<file path="src/rtl/shift_result_buffer_if.sv">
// Handshake bundle between the barrel shifter (producer), the result buffer
// and the downstream consumer.
interface shift_result_buffer_if #(
  parameter int WIDTH = 32
);
  // valid/ready: a transfer happens on a rising edge where both are high;
  // valid and payload stay stable until accepted, and ready never waits on valid.
  logic             in_valid;
  logic             in_ready;
  logic [WIDTH-1:0] in_y;
  logic [1:0]       in_ctrl;
  logic             out_valid;
  logic             out_ready;
  logic [WIDTH-1:0] out_y;
  logic [1:0]       out_ctrl;
  logic             out_zero;
  logic             out_neg;

  modport master (
    output in_valid, in_y, in_ctrl, out_ready,
    input  in_ready, out_valid, out_y, out_ctrl, out_zero, out_neg
  );

  modport slave (
    input  in_valid, in_y, in_ctrl, out_ready,
    output in_ready, out_valid, out_y, out_ctrl, out_zero, out_neg
  );
endinterface

</file>
<file path="src/rtl/shift_result_buffer.sv">
// Circular FIFO for barrel shifter results; zero/neg flags are captured at
// enqueue so the consumer never sees a compare path behind out_y.
module shift_result_buffer #(
  parameter int DEPTH = 4,
  parameter int WIDTH = 32
) (
  input  logic                       clk,
  input  logic                       rst,
  input  logic                       flush,
  shift_result_buffer_if.slave       bus,
  output logic [$clog2(DEPTH):0]     count,
  output logic [15:0]                xfer_cnt
);
  localparam int AW = $clog2(DEPTH);
  localparam int CW = AW + 1;
  localparam logic [CW-1:0] FULL = CW'(DEPTH);

  logic [WIDTH-1:0] mem_y    [DEPTH];
  logic [1:0]       mem_ctrl [DEPTH];
  logic             mem_zero [DEPTH];
  logic             mem_neg  [DEPTH];

  logic [AW-1:0] wr_ptr_q, wr_ptr_d;
  logic [AW-1:0] rd_ptr_q, rd_ptr_d;
  logic [CW-1:0] count_q, count_d;
  logic [15:0]   xfer_q, xfer_d;
  logic          push, pop, not_empty;

  assign not_empty    = (count_q != '0);
  assign bus.in_ready = (count_q < FULL);
  assign push         = bus.in_valid && bus.in_ready;
  assign pop          = not_empty && bus.out_ready;

  always_comb begin
    wr_ptr_d = wr_ptr_q;
    rd_ptr_d = rd_ptr_q;
    count_d  = count_q;
    xfer_d   = xfer_q;
    if (flush) begin
      // Flush drops in-flight transfers but keeps the transfer tally.
      wr_ptr_d = '0;
      rd_ptr_d = '0;
      count_d  = '0;
    end else begin
      if (push) wr_ptr_d = wr_ptr_q + 1'b1;
      if (pop) begin
        rd_ptr_d = rd_ptr_q + 1'b1;
        xfer_d   = xfer_q + 16'd1;
      end
      if (push && !pop)      count_d = count_q + 1'b1;
      else if (pop && !push) count_d = count_q - 1'b1;
    end
  end

  always_ff @(posedge clk or posedge rst) begin
    if (rst) begin
      wr_ptr_q <= '0;
      rd_ptr_q <= '0;
      count_q  <= '0;
      xfer_q   <= '0;
    end else begin
      wr_ptr_q <= wr_ptr_d;
      rd_ptr_q <= rd_ptr_d;
      count_q  <= count_d;
      xfer_q   <= xfer_d;
    end
  end

  always_ff @(posedge clk) begin
    if (push && !flush) begin
      mem_y[wr_ptr_q]    <= bus.in_y;
      mem_ctrl[wr_ptr_q] <= bus.in_ctrl;
      mem_zero[wr_ptr_q] <= (bus.in_y == '0);
      mem_neg[wr_ptr_q]  <= bus.in_y[WIDTH-1];
    end
  end

  // Payload is gated by occupancy so an empty or reset buffer reads as zero.
  assign bus.out_valid = not_empty;
  assign bus.out_y     = not_empty ? mem_y[rd_ptr_q]    : '0;
  assign bus.out_ctrl  = not_empty ? mem_ctrl[rd_ptr_q] : 2'd0;
  assign bus.out_zero  = not_empty && mem_zero[rd_ptr_q];
  assign bus.out_neg   = not_empty && mem_neg[rd_ptr_q];

  assign count    = count_q;
  assign xfer_cnt = xfer_q;
endmodule
</file>
<file path="src/flat_wrapper.sv">
// flat-port wrapper written by rule: the top's interface ports become plain ports
module shift_result_buffer_flat 
#(
  parameter int DEPTH = 4,
  parameter int WIDTH = 32
)
  (clk, rst, flush, count, xfer_cnt, bus_in_valid, bus_in_y, bus_in_ctrl, bus_out_ready, bus_in_ready, bus_out_valid, bus_out_y, bus_out_ctrl, bus_out_zero, bus_out_neg);
  shift_result_buffer_if #(.WIDTH(WIDTH)) bus_i ();
  input  logic clk;
  input  logic rst;
  input  logic flush;
  output logic [$clog2(DEPTH):0] count;
  output logic [15:0] xfer_cnt;
  input wire logic [$bits(bus_i.in_valid)-1:0] bus_in_valid;
  input wire logic [$bits(bus_i.in_y)-1:0] bus_in_y;
  input wire logic [$bits(bus_i.in_ctrl)-1:0] bus_in_ctrl;
  input wire logic [$bits(bus_i.out_ready)-1:0] bus_out_ready;
  output wire logic [$bits(bus_i.in_ready)-1:0] bus_in_ready;
  output wire logic [$bits(bus_i.out_valid)-1:0] bus_out_valid;
  output wire logic [$bits(bus_i.out_y)-1:0] bus_out_y;
  output wire logic [$bits(bus_i.out_ctrl)-1:0] bus_out_ctrl;
  output wire logic [$bits(bus_i.out_zero)-1:0] bus_out_zero;
  output wire logic [$bits(bus_i.out_neg)-1:0] bus_out_neg;
  assign bus_i.in_valid = bus_in_valid;
  assign bus_i.in_y = bus_in_y;
  assign bus_i.in_ctrl = bus_in_ctrl;
  assign bus_i.out_ready = bus_out_ready;
  assign bus_in_ready = bus_i.in_ready;
  assign bus_out_valid = bus_i.out_valid;
  assign bus_out_y = bus_i.out_y;
  assign bus_out_ctrl = bus_i.out_ctrl;
  assign bus_out_zero = bus_i.out_zero;
  assign bus_out_neg = bus_i.out_neg;
  shift_result_buffer #(.DEPTH(DEPTH), .WIDTH(WIDTH)) u_core (.clk(clk), .rst(rst), .flush(flush), .bus(bus_i), .count(count), .xfer_cnt(xfer_cnt));
endmodule
</file>
<file path="config.mk">
export PLATFORM = sky130hd
export DESIGN_NAME = shift_result_buffer_flat
export DESIGN_NICKNAME = d
export VERILOG_FILES = /design/src/rtl/shift_result_buffer_if.sv /design/src/rtl/shift_result_buffer.sv /design/src/flat_wrapper.sv
export SDC_FILE = /design/constraint.sdc
export NUM_CORES = 1
export LEC_CHECK = 0
export ABC_AREA = 1
export ABC_CLOCK_PERIOD_IN_PS = 3300
export BUFFER_PORTS_ARGS = -buffer_cell sky130_fd_sc_hd__clkbuf_2
export CAP_MARGIN = 20
export CORE_MARGIN = 2
export CORE_UTILIZATION = 40
export DETAILED_ROUTE_END_ITERATION = 6
export GPL_TIMING_DRIVEN = 1
export HOLD_SLACK_MARGIN = 0.15
export SYNTH_ARGS = -nofsm -noshare
export SYNTH_HDL_FRONTEND = slang
export SYNTH_SLANG_ARGS = --single-unit
</file>
<file path="constraint.sdc">
create_clock -name clk -period 3.3 [get_ports clk]
set_input_delay 0.495 -clock clk [delete_from_list [all_inputs] [get_ports clk]]
set_output_delay 0.495 -clock clk [all_outputs]
set_load 0.05 [all_outputs]
</file>
==> results.ini <==
[timing]
tns_ns=0
rsz0062_at_grt=no
tightest_slew_ns=0.878
clock_skew_ns=0.00945
max_freq_ghz=0.362
finalCriticalPeriod_ns=2.76
finalWorstSetupSlack_ns=0.539
period_share_pct=83.7
finalSetupViolCount=0
relSlewSlack_pct=41.4
hold_viol_final=0
slew_viol_final=0

[worst_setup_path]
r2r_start=u_core.count[2]
cp-end-kind=primary output
cp_num_buf_inv=3
cpPeakStageDelay_ns=0.43
crit_slowest_cell=inv_2
cp-start-kind=register
crit_arrival_ns=2.27
path_cells=inv_2 > buf_12 > o21ai_0 > a21oi_1 > clkbuf_2
worstPathMaxFanout=38
critPathKind=reg2out
rrSetupSlack_ns=1.19
required_ns=2.80
critical_path.top_delay_family=buffers and inverters
critPathLaunch=u_core.rd_ptr_q[0]

[routing]
drt_iter0_markers=270
routed_wl_microns=14900
ant_nets=0
dr.pass1.iters=5
route.detailed.drc=0
viasPerCell=4.95
wl_per_cell_microns=15.9
vias=4618

[synth]
synth_commonest_cells=nor2_1 (173), edfxtp_1 (140), o21ai_0 (70), nand2_1 (49), a21oi_1 (38)
netlist_instances=601
yosys_warnings=0
synth_fp_nets=646
synth_area_leaders=edfxtp_1 (62%), nor2_1 (9.6%), dfrtp_1 (8.5%)
synth_top_area_share_pct=61.9
synth-seq-cells=163
avgSynthCellArea_sq_um=11.3
synthArstFlopShare_pct=14.1
synth-main-ff-cell=edfxtp_1
yosysMostFrequentCell=nor2_1
synth_edf_count=140
yosys.area.top_type=edfxtp_1
yosysSeqAreaShare_pct=70.3
ys_types=29
synth_area_sq_um=6800

[layout]
area_delta_synth_final_pct=24.3
nets=744
drive_gt1_share_pct=20.9
fin_cells=932
antenna_cells=0
post-route-cell-area_sq_um=8450

[clock_network]
root_buffer=clkbuf_16
clk_latency_ns=0.42
cts_setup_buffers=0
cts_resized=0
cts_sinks=163
path_clk_slew_ns=0.07
clockBufferDepth=2
ctsHoldBuffers=0
tritoncts=yes
h-tree-depth=4
cts-buffers-inserted=17

[floorplanning]
ios=96
core_area_sq_um=16600
die_h_microns=134
fp.dieW_microns=134
row_count=47
initial_core_util_pct=41.0
die-area_sq_um=18000

[flow_run]
cap_violations=0

[placed_design]
place_hpwl_microns=9420
placed_area_sq_um=7880
io_buffers=95
dpl_worst_slack_ns=1.00
dp.cells=900
gp_congestion=0.821

[worst_hold_path]
hold_path_class=in2async

[global_route]
grt_pass1_vias=4499
grt_max_degree=50
antenna_found_initial=0
overflow=0
grt_pass1_wl_microns=23300
track_usage_pct=16.8

[power]
peakVddDrop_uv=614
powerDensity_nw_per_um2=867
p_leak_nw=3.19

[outcome]
outcome=finished, final reports clean

path summary, 6_finish.rpt:
check,end,cells past startpoint
setup / recovery,bus_out_y[19],5
hold / removal,u_core.xfer_cnt[8],2
setup reg to reg,u_core.mem_y[0][0],6
hold reg to reg,u_core.xfer_cnt[7],1
max in group asynchronous,u_core.rd_ptr_q[0],2
min in group clk,u_core.mem_ctrl[1][1],1
placed cells by master (no fill, tap or decap), types with 4 or more instances in the layout:
master / n
a21oi_1: 38
buf_12: 24
buf_4: 8
clkbuf_16: 17
clkbuf_2: 74
clkinv_1: 4
dfrtp_1: 22
edfxtp_1: 140
ha_1: 5
inv_1: 24
inv_2: 4
nand2_1: 49
nand3_1: 8
nand3b_1: 4
nand4_1: 5
nor2_1: 169
nor2_4: 5
nor4_1: 4
o21ai_0: 70
o21ai_1: 7
xnor2_1: 5
xor2_1: 5
report_power, final:
group / leakage, nW / switching [mW] / internal (mW)
registers: 1.57 / 0.0873 / 2.40
clock network: 0.277 / 0.780 / 1.11
logic: 1.34 / 2.02 / 0.934
state kept, by name, summed over array words and instances (netlist names):
name             count
u_core.mem_neg       2
u_core.rd_ptr_q      2
u_core.mem_y       126
u_core.count         3
u_core.wr_ptr_q      2
u_core.mem_zero      4
u_core.xfer_cnt     16
u_core.mem_ctrl      8
layout make-up:
cell class                      count  area (sq um)
Clock buffer                       18           429
Clock inverter                     14           138
Fill cell                        1470          8140
Inverter                           29           109
Multi-Input combinational cell    382          1800
Sequential cell                   163          4780
Tap cell                          220           275
Timing Repair Buffer              106           911
worst register-to-register path, cell delays in order (launching register included):
cell and delay [ns]:
dfrtp_1 0.42, inv_2 0.12, nand2_1 0.06, nor2_1 0.19, inv_1 0.23, nor2_4 0.47, buf_4 0.32
cell families (layout without fill, tap and decap cells):
group	after synthesis	in the layout	share of synthesized area (%)
xor+xnor	10	10	1.29
compound gates	115	115	8.47
buf+inv	56	167	3.55
fa+ha+maj	6	6	1.22
simple gates	251	251	15.1
flops	163	163	70.3
metal layers:
| metal | part of all wire, % | track usage [%] |
|---|---|---|
| met4 | 1.2 | 5.67 |
| met1 | 45 | 22.1 |
| met2 | 49 | 27.6 |
| met5 | 0 | 0 |
| met3 | 4.3 | 4.12 |
per-stage QoR:
| stage | power (mW) | util (%) | hold slack (ns) |
|---|---|---|---|
| floorplan | 4.38 | - | 0.492 |
| global placement | 5.47 | 47.5 | 0.486 |
| detailed placement | 5.50 | 47.5 | 0.506 |
| CTS | 7.39 | 50.9 | 0.266 |
| global route | 7.63 | 50.9 | 0.281 |
| finish | 7.32 | 50.9 | 0.232 |
Power figures use the tool's default switching activity.
